===== src/rtl/prim_shadow_reg_ctrl.sv =====
// Shadowed configuration register: a value commits only after two matching
// consecutive writes, and the committed/inverted-shadow pair is cross-checked every cycle.
module prim_shadow_reg_ctrl #(
  parameter int               Width      = 32,
  parameter logic [Width-1:0] ResetValue = '0
) (
  input  logic             clk_i,
  input  logic             rst_ni,
  input  logic             we_i,
  input  logic [Width-1:0] wd_i,
  input  logic             re_i,
  output logic [Width-1:0] q_o,
  output logic [Width-1:0] qs_o,
  output logic             qe_o,
  output logic             phase_o,
  output logic             err_update_o,
  output logic             err_storage_o
);

  // state  | meaning
  // IDLE   | awaiting first write (phase 0)
  // STAGED | first write held in staging flop, awaiting matching second write (phase 1)
  typedef enum logic {
    IDLE   = 1'b0,
    STAGED = 1'b1
  } state_e;

  state_e           state_q, state_d;
  logic [Width-1:0] staged_q, staged_d;
  logic [Width-1:0] committed_q, committed_d;
  logic [Width-1:0] shadow_q, shadow_d;
  logic             qe_q, qe_d;
  logic             err_update_q, err_update_d;
  logic             err_storage_q;
  logic             storage_mismatch;

  always_ff @(posedge clk_i or negedge rst_ni) begin
    if (!rst_ni) begin
      state_q      <= IDLE;
      staged_q     <= '0;
      committed_q  <= ResetValue;
      shadow_q     <= ~ResetValue;
      qe_q         <= 1'b0;
      err_update_q <= 1'b0;
    end else begin
      state_q      <= state_d;
      staged_q     <= staged_d;
      committed_q  <= committed_d;
      shadow_q     <= shadow_d;
      qe_q         <= qe_d;
      err_update_q <= err_update_d;
    end
  end

  always_comb begin
    state_d      = state_q;
    staged_d     = staged_q;
    committed_d  = committed_q;
    shadow_d     = shadow_q;
    qe_d         = 1'b0;
    err_update_d = 1'b0;
    case (state_q)
      IDLE: begin
        if (we_i) begin
          staged_d = wd_i;
          state_d  = STAGED;
        end
      end
      STAGED: begin
        // A write always wins over a simultaneous read strobe.
        if (we_i) begin
          state_d = IDLE;
          if (wd_i == staged_q) begin
            committed_d = wd_i;
            shadow_d    = ~wd_i;
            qe_d        = 1'b1;
          end else begin
            staged_d     = '0;
            err_update_d = 1'b1;
          end
        end else if (re_i) begin
          staged_d = '0;
          state_d  = IDLE;
        end
      end
      default: begin
        staged_d = '0;
        state_d  = IDLE;
      end
    endcase
  end

  assign storage_mismatch = (committed_q != ~shadow_q);

  // Sticky until reset; commits keep working after a fault is flagged.
  always_ff @(posedge clk_i or negedge rst_ni) begin
    if (!rst_ni) begin
      err_storage_q <= 1'b0;
    end else if (storage_mismatch) begin
      err_storage_q <= 1'b1;
    end
  end

  assign q_o           = committed_q;
  assign qs_o          = committed_q;
  assign qe_o          = qe_q;
  assign phase_o       = (state_q == STAGED);
  assign err_update_o  = err_update_q;
  assign err_storage_o = err_storage_q;

endmodule


===== config.mk =====
export PLATFORM = sky130hd
export DESIGN_NAME = prim_shadow_reg_ctrl
export DESIGN_NICKNAME = d
export VERILOG_FILES = /design/src/rtl/prim_shadow_reg_ctrl.sv
export SDC_FILE = /design/constraint.sdc
export NUM_CORES = 1
export LEC_CHECK = 0
export BUFFER_PORTS_ARGS = -buffer_cell sky130_fd_sc_hd__buf_4
export CAP_MARGIN = 30
export CORE_ASPECT_RATIO = 1.25
export CORE_MARGIN = 3
export CORE_UTILIZATION = 50
export CTS_BUF_LIST = sky130_fd_sc_hd__clkbuf_4 sky130_fd_sc_hd__clkbuf_8
export DETAILED_ROUTE_END_ITERATION = 12
export PLACE_DENSITY = 0.79
export SYNTH_ARGS = -nofsm -noshare
export SYNTH_HDL_FRONTEND = slang
export SYNTH_SLANG_ARGS = --single-unit
export TNS_END_PERCENT = 10

===== constraint.sdc =====
create_clock -name clk_i -period 3.45 [get_ports clk_i]
set_clock_uncertainty 0.05 [all_clocks]
set_input_delay 0.1725 -clock clk_i [delete_from_list [all_inputs] [get_ports clk_i]]
set_output_delay 0.1725 -clock clk_i [all_outputs]
set_load 0.05 [all_outputs]

== After elaboration in Yosys (flattened, before gate mapping) ==
Cells that the tools add are included.

* Equality and inequality tests: 5
* Muxes and demuxes: 15
* Bitwise gates (word level): 3
* Reduce and logical (&&, ||, !) cells: 2

{| class="wikitable"
|+ Operators by type and width
! cell !! count
|-
| 32-bit two-way mux || 4
|-
| 32-bit NOT || 2
|-
| 32-bit case mux with 2 select lines || 1
|-
| 32-bit equality test || 1
|-
| 32-bit != test || 1
|-
| 1-bit two-way mux || 9
|-
| 3-bit != test (second input constant) || 2
|-
| 3-bit AND reduction || 2
|-
| 2-bit != test (second input constant) || 1
|-
| 1-bit case mux with 2 select lines || 1
|-
| 1-bit NOT || 1
|}

* Bits in registers: 100
* Logic and storage cells: 32

== Depth between registers and ports, before layout ==
Gate-level depths: netlist of run 1.

* Depth in word-level cells: 4
* Gate-level depth with buffers: 7
* Mapped depth without buffers: 5

== Worst setup path after synthesis of run 1 ==
OpenSTA, ideal clock, no wires.

* Path kind: reg-to-reg
* Start: register staged_q[17]
* End: register committed_q[24] (netlist: q_o[24])
* Arrival: 1.908 ns
* Required time: 3.273 ns
* Slack: 1.365 ns
* Stages on the path, launching flop included: 8
* Path buffers: 2
* Path through: dfrtp_1 -> xor2_1 -> nor4_2 -> nand4_2 -> nor4_4 -> buf_6 -> buf_6 -> mux2_1

* Word-level cells in the longest chain between the ends: 2

{| class="wikitable"
|+ Ends and longest elaborated chain
! item !! RTL line !! text
|-
| start, declared || 29 || <nowiki>logic [Width-1:0] staged_q, staged_d;</nowiki>
|-
| start signal, assigned || 47 || <nowiki>staged_q <= staged_d;</nowiki>
|-
| 32-bit equality test || 73 || <nowiki>if (wd_i == staged_q) begin</nowiki>
|-
| 3-bit AND reduction (no source line) || n/a ||
|-
| end signal, assigned || 41 || <nowiki>committed_q <= ResetValue;</nowiki>
|-
| end signal, assigned || 48 || <nowiki>committed_q <= committed_d;</nowiki>
|-
| end, declared || 30 || <nowiki>logic [Width-1:0] committed_q, committed_d;</nowiki>
|}

Every way passes these cells.
A chain may end at the register's enable or synchronous reset.

== Worst setup path after layout of run 1 ==
* Start: input port wd_i[16]
* End: register committed_q[1] (netlist: q_o[1])

* Word-level cells in the longest chain between the ends: 2

{| class="wikitable"
|+ Ends and longest elaborated chain
! item !! RTL line !! text
|-
| start, declared || 10 || <nowiki>input logic [Width-1:0] wd_i,</nowiki>
|-
| 32-bit equality test || 73 ||
|-
| 3-bit AND reduction (no source line) || n/a ||
|}

Every way passes these cells.

==> metrics.md, run 1 <==
| Metric | Value |
|---|---|
| Met2 wire len | `approximately 5000 um` |
| Worst skew pair latency | `about 0.36 ns` |
| # nets final | `approximately 500` |
| Drt first pass iters | `4` |
| Clock Sinks | `100` |
| Register bit total from synthesis | `100` |
| Die Footprint | `approximately 11,000 um2` |
| Cell variety after synth | `24` |
| Most frequent cells in the layout | `buf_4 (107), dfrtp_1 (68), xor2_1 (36), dlygate4sd3_1 (33)` |
| Pin count of the biggest net entering global routing | `around 60` |
| Status | `finished clean` |
| Ant. Diodes | `0` |
| Syn_area_per_cell | `~13 um2` |
| Crit end category | `flop` |
| Max Transition Viols Final | `0` |
| Max Used Layer | `met4` |
| Pleak | `approximately 3 nW` |
| Post-Syn Instances | `369` |
| CTS resizes | `0` |
| Unrepaired setup endpoints after global routing | `no` |
| Via/cell ratio | `5.09` |
| Synthesized area | `about 4800 um2` |
| Final instance area | `approximately 5900 um2` |
| Area Overhead vs Synth | `24.4%` |
| First-pass GRT wire length | `between 15,000 and 20,000 um` |
| TritonCTS Buffers | `9` |
| Fin crit share | `0.730` |
| Starting Density | `0.518` |
| Slowest stage delay, CP | `around 0.54 ns` |
| Post-synthesis compound-gate area fraction | `0.0676` |
| CP max stage cell | `dlygate4sd3_1` |
| Syn_nets | `around 410` |
| FP Rows | `39` |
| Clock root buffer | `clkbuf_8` |
| Clock transition at the registers of the reported paths | `approximately 0.1 ns` |
| Largest family of logic cells by synthesized area | `multiplexers` |
| Clock period minus worst slack | `2.52 ns` |
| Final Routed Wirelength | `around 9700 um` |
| Hold Fails Final Rpt | `0` |
| Post-Synth Simple-Gate Area | `0.0432` |
| Initial antenna violation count | `0` |
| CORE AREA | `around 9200 um2` |
| Gr usage total | `0.190` |
| DR WL/cell | `16.0 um` |
| GP Congestion | `approximately 0.75` |
| Remaining antenna violation count | `0` |
| Critical R2R Launch | `staged_q[16]` |
| Crit path from | `wd_i[16]` |
| Routed vias | `approximately 3,100` |
| Final HPWL DP | `6610 um` |
| Yosys warns | `0` |
| Critical Setup Path Class | `in -> reg` |
| Post-Synth Adder-Cell Area | `0` |
| Setup TNS | `0 ns` |
| Vias in the first global route | `around 3,200` |
| TritonCTS clock tree | `done` |
| Power per Cell Area | `about 370 nW/um2` |
| Drt initial violations | `between 100 and 150` |
| Wire length on met1 | `4120 um` |
| Buffers on Ports | `~100` |
| # DRC | `0` |
| Post-synthesis mux area share | `0.142` |
| Hold WC Path Type | `in -> reg` |
| Final Setup Violations | `0` |
| CP arrival | `around 2.7 ns` |
| Layout cells sized above 1 | `0.374` |
| Slew headroom | `0.496` |
| Peak supply drop | `about 0.22 mV` |
| Worst hold path startpoint | `re_i` |
| Worst Max-Slew Pin Slew | `between 0.7 and 0.8 ns` |
| Max cap viols | `0` |
| I/O pin count | `roughly 100` |
| Fmax | `397 MHz` |
| Most common cell after layout, fill and taps aside | `buf_4` |
| Critical path launch point type | `input port` |
| Xor and xnor fraction of the mapped netlist area | `0.117` |
| Die height | `about 120 um` |
| CTS max path bufs | `2` |
| WL met3 | `415 um` |
| Die Width | `93.4 um` |
| Seq/Total Area, Yosys | `0.532` |
| DP Area | `~5400 um2` |
| H-tree level count | `3` |
| Crit-path cells | `dlygate4sd3_1 -> buf_4 -> xor2_1 -> nor4_1 -> nand2_1 -> nor4_4 -> buf_12 -> mux2_2` |
| Gr ovfl total | `0` |
| Required @ worst endpoint | `between 3 and 4 ns` |
| Crit Path Max Fanout | `49` |
| Core Util, Final | `0.644` |
==> flip-flops by register name (all words and copies together) (netlist names) <==
| name | flops |
|---|---|
| err_storage_o | 1 |
| qe_o | 1 |
| err_update_o | 1 |
| phase_o | 1 |
| staged_q | 32 |
| shadow_q | 32 |
| q_o | 32 |
==> synthesized netlist by cell type, drive strengths merged <==
cell type / instances / area (um2)
a21o: 2 / 15.0
a22o: 32 / 280
buf: 42 / 330
clkbuf: 4 / 15.0
dfrtp: 68 / 1700
dfstp: 32 / 841
inv: 32 / 120
mux2: 32 / 360
mux2i: 32 / 320
nand2: 3 / 11.3
nand4: 4 / 31.3
nor2: 2 / 7.51
nor2b: 1 / 6.26
nor3: 2 / 10.0
nor4: 16 / 140
o41ai: 1 / 27.5
xnor2: 28 / 245
xor2: 36 / 315
==> metrics by stage <==
step | worst slack (ns) | hold WS (ns) | std cells | power (mW)
2_1_floorplan | 1.36 | -0.173 | 369 | 1.37
3_3_place_gp | 1.02 | 0.230 | 555 | 1.48
3_5_place_dp | 1.00 | 0.235 | 555 | 1.48
4_1_cts | 0.889 | 0.0502 | 604 | 2.20
5_1_grt | 0.758 | 0.0609 | 604 | 2.28
6_report | 0.930 | 0.0643 | 604 | 2.18
==> area by class of cell <==
| class | count | area (um2) |
|---|---|---|
| Clock inverter | 6 | 48.8 |
| Timing Repair Buffer | 142 | 1170 |
| Inverter | 32 | 120 |
| Multi-Input combinational cell | 191 | 1770 |
| Sequential cell | 100 | 2540 |
| Fill cell | 713 | 3280 |
| Tap cell | 123 | 154 |
| Clock buffer | 10 | 131 |
==> kinds of logic (layout without fill, tap and decap cells) <==
group,count (synthesis),count (layout)
multiplexers,64,64
AO/OA/AOI/OAI,35,35
XOR/XNOR,64,64
flip-flops,100,100
AND/OR/NAND/NOR,28,28
buffers and inverters,78,190
==> timing repair <==
action / CTS / global route
endpoints found under the setup margin: 0 / 0
hold endpoints to repair: 74 / 0
hold buffers: 33 / 0
buffers inserted: 0 / 0
==> metal layers <==
| metal | vias to the layer above | global-route usage |
|---|---|---|
| li1 | 1446 | - |
| met5 | - | 0 |
| met1 | 1540 | 0.239 |
| met3 | 12 | 0.0360 |
| met4 | 0 | 0.0723 |
| met2 | 77 | 0.325 |
==> worst paths after layout <==
check	endpoint	slack, ns	cells past startpoint
max in group asynchronous	shadow_q[11]	2.13	3
min	phase_o	0.06	3
max	q_o[1]	0.93	8
max reg2reg	q_o[1]	1.03	6
min in group asynchronous	q_o[6]	0.39	2
min reg2reg	shadow_q[15]	0.43	2
==> power breakdown <==
part           internal (mW)  switching, mW  total [mW]  leakage, nW
Clock                  0.275          0.413       0.688       0.0825
Sequential              1.21         0.0314        1.25         1.25
Combinational          0.121          0.126       0.247         1.72
==> worst max-delay path: cells and delay by family <==
kind,cells,cell delay [ns]
AND/OR/NAND/NOR,3,0.98
XOR/XNOR,1,0.15
multiplexers,1,0.37
buffers and inverters,3,1.00
(Power assumes the default switching activity.)
==> inputs of run 2 (changes only) <==
- PLACE_DENSITY: 0.79 -> 0.82
- clock period: 3.45 -> 2.3 ns (I/O delays scaled with it)
==> metrics.md, run 2 (synthesis results as in run 1) <==
| Metric | Value |
|---|---|
| Vias in the first global route | `3,253 (was 3,188)` |
| TritonCTS clock tree | `done (unchanged)` |
| Via/cell ratio | `5.15 (was 5.09)` |
| Reg2Reg Setup Slack | `0.03 ns (was 1.03 ns)` |
| CORE AREA | `9220 um2 (unchanged)` |
| # DRC | `0 (unchanged)` |
| Gr usage total | `0.202 (was 0.190)` |
| CTS max path bufs | `2 (unchanged)` |
| Layout cells sized above 1 | `0.404 (was 0.374)` |
| Pin count of the biggest net entering global routing | `55 (was 61)` |
| Critical Setup Path Class | `in -> reg (unchanged)` |
| DP Area | `5510 um2 (was 5430 um2)` |
| Max Transition Viols Final | `0 (unchanged)` |
| CP max stage cell | `dlygate4sd3_1 (unchanged)` |
| Filler cells | `649 (was 713)` |
| Die Width | `93.4 um (unchanged)` |
| Clock Sinks | `100 (unchanged)` |
| Pleak | `3.16 nW (was 3.05 nW)` |
| Final Setup Violations | `0 (unchanged)` |
| Hold WC Path Type | `in -> reg (unchanged)` |
| Die height | `115 um (unchanged)` |
| I/O pin count | `104 (unchanged)` |
| Slowest stage delay, CP | `0.54 ns (about the same)` |
| Buf+Inv Stages, Crit Path | `4 (was 3)` |
| Fmax | `about 440 MHz` |
| Hold Fails Final Rpt | `0 (unchanged)` |
| Power per Cell Area | `582 nW/um2 (was 367 nW/um2)` |
| H-tree level count | `3 (unchanged)` |
| Crit Path Max Fanout | `10 (was 49)` |
| Max cap viols | `0 (unchanged)` |
| Gr ovfl total | `0 (unchanged)` |
| Clock period minus worst slack | `approximately 2.3 ns` |
| Required @ worst endpoint | `2.50 ns (was 3.66 ns)` |
| Clock root buffer | `clkbuf_8 (unchanged)` |
| Starting Density | `0.518 (unchanged)` |
| Remaining antenna violation count | `0 (unchanged)` |
| Crit-path cells | `dlygate4sd3_1 -> buf_4 -> xor2_1 -> nor4_2 -> nand4_2 -> nor4_4 -> buf_6 -> buf_12 -> mux2_2 (was dlygate4sd3_1 -> buf_4 -> xor2_1 -> nor4_1 -> nand2_1 -> nor4_4 -> buf_12 -> mux2_2)` |
| Critical path launch point type | `input port (unchanged)` |
| Most frequent cells in the layout | `buf_4 (110), dfrtp_1 (68), xor2_1 (36), dlygate4sd3_1 (33) (was buf_4 (107), dfrtp_1 (68), xor2_1 (36), dlygate4sd3_1 (33))` |
| Clock transition at the registers of the reported paths | `0.09 ns (was 0.10 ns)` |
| Worst Max-Slew Pin Slew | `0.625 ns (was 0.756 ns)` |
| Unrepaired setup endpoints after global routing | `yes (was no)` |
| Fin crit share | `0.989` |
| # nets final | `523 (was 512)` |
| Most common cell after layout, fill and taps aside | `buf_4 (unchanged)` |
| Final HPWL DP | `7190 um (was 6610 um)` |
| CP arrival | `2.48 ns (was 2.73 ns)` |
| DR WL/cell | `17.5 um (was 16.0 um)` |
| Peak supply drop | `0.323 mV (was 0.219 mV)` |
| Area Overhead vs Synth | `29.6% (was 24.4%)` |
| CP delay by family, top | `buffers and inverters (unchanged)` |
| Worst skew pair latency | `0.36 ns (about the same)` |
| Routed vias | `3,165 (was 3,075)` |
| Drt initial violations | `152 (was 125)` |
| Status | `finished clean (unchanged)` |
| Tightest hold margin | `0.0171 ns (was 0.0643 ns)` |
| GP Congestion | `0.784 (was 0.751)` |
| Buffers on Ports | `103 (unchanged)` |
| First-pass GRT wire length | `16,500 um (was 15,800 um)` |
| Overall power | `3.60 mW (was 2.18 mW)` |
| TritonCTS Buffers | `9 (unchanged)` |
| Final Routed Wirelength | `10,700 um (was 9670 um)` |
| Crit end category | `flop (unchanged)` |
| Drt first pass iters | `4 (unchanged)` |
| Die Footprint | `10,800 um2 (unchanged)` |
| Initial antenna violation count | `0 (unchanged)` |
| Final instance area | `6190 um2 (was 5940 um2)` |
| Slew headroom | `0.583 (was 0.496)` |
| FP Rows | `39 (unchanged)` |
| Ant. Diodes | `0 (unchanged)` |
## run 2: cell count changes in the layout (fill, tap and decap cells not counted), moves of 3 or more
| cell | delta |
|---|---|
| buf_4 | +3 |
| buf_6 | +5 |
| bufinv_16 | +3 |
| mux2_1 | -5 |
| mux2_4 | +5 |
| nor4_1 | -3 |
| nor4_2 | +3 |
## run 2: final timing paths
check	from	to	depth (start not counted)
setup / recovery	wd_i[8]	q_o[8]	9
hold / removal	re_i	phase_o	3
setup reg to reg	staged_q[16]	q_o[8]	7
hold reg to reg	shadow_q[18]	shadow_q[18]	2
max in group asynchronous	rst_ni	shadow_q[22]	3
min in group asynchronous	rst_ni	q_o[18]	2
## run 2: worst reg2reg max path, cell delays in order (launching register included)
cell     delay (ns)
dfrtp_1        0.42
xor2_1         0.18
nor4_2         0.33
nand2_1        0.16
nor4_4         0.35
buf_6          0.19
buf_12         0.14
mux2_2         0.34
## run 2: metrics by stage
| stage | util | TNS, ns | std cells | setup slack [ns] |
|---|---|---|---|---|
| 2_1_floorplan | - | 0 | 369 | 0.215 |
| 3_3_place_gp | 0.597 | -0.771 | 563 | -0.0472 |
| 3_5_place_dp | 0.597 | -0.329 | 563 | -0.0400 |
| 4_1_cts | 0.661 | 0 | 612 | 0.00445 |
| 5_1_grt | 0.671 | -0.481 | 615 | -0.0309 |
| 6_report | 0.671 | 0 | 615 | 0.0259 |
## run 2: layer usage
| metal | GRT usage | routed length, um | up-vias |
|---|---|---|---|
| li1 | - | - | 1455 |
| met1 | 0.249 | 4410 | 1588 |
| met2 | 0.345 | 5620 | 95 |
| met3 | 0.0373 | 440 | 27 |
| met4 | 0.0870 | 276 | 0 |
| met5 | 0 | 0 | - |
## run 2: what timing repair did
| action | in CTS | in global routing |
|---|---|---|
| pin swaps | 3 | 2 |
| resized for setup | 3 | 10 |
| cloned | 0 | 2 |
| setup endpoints to repair | 28 | 59 |
| buffers inserted | 0 | 1 |
| endpoints found under the hold margin | 126 | 0 |
| hold buffers | 33 | 0 |
## run 2: power breakdown
group	leakage [nW]	switching, mW	internal, mW
combinational	1.79	0.207	0.187
sequential	1.25	0.0493	1.82
clock	0.120	0.601	0.737
## run 2: layout make-up
type                            count  area, um2  share of cell area
Clock inverter                      6        111              0.0180
Inverter                           32        120              0.0194
Clock buffer                       10        131              0.0212
Tap cell                          123        154              0.0249
Sequential cell                   100       2540               0.411
Multi-Input combinational cell    191       1810               0.292
Timing Repair Buffer              153       1320               0.214
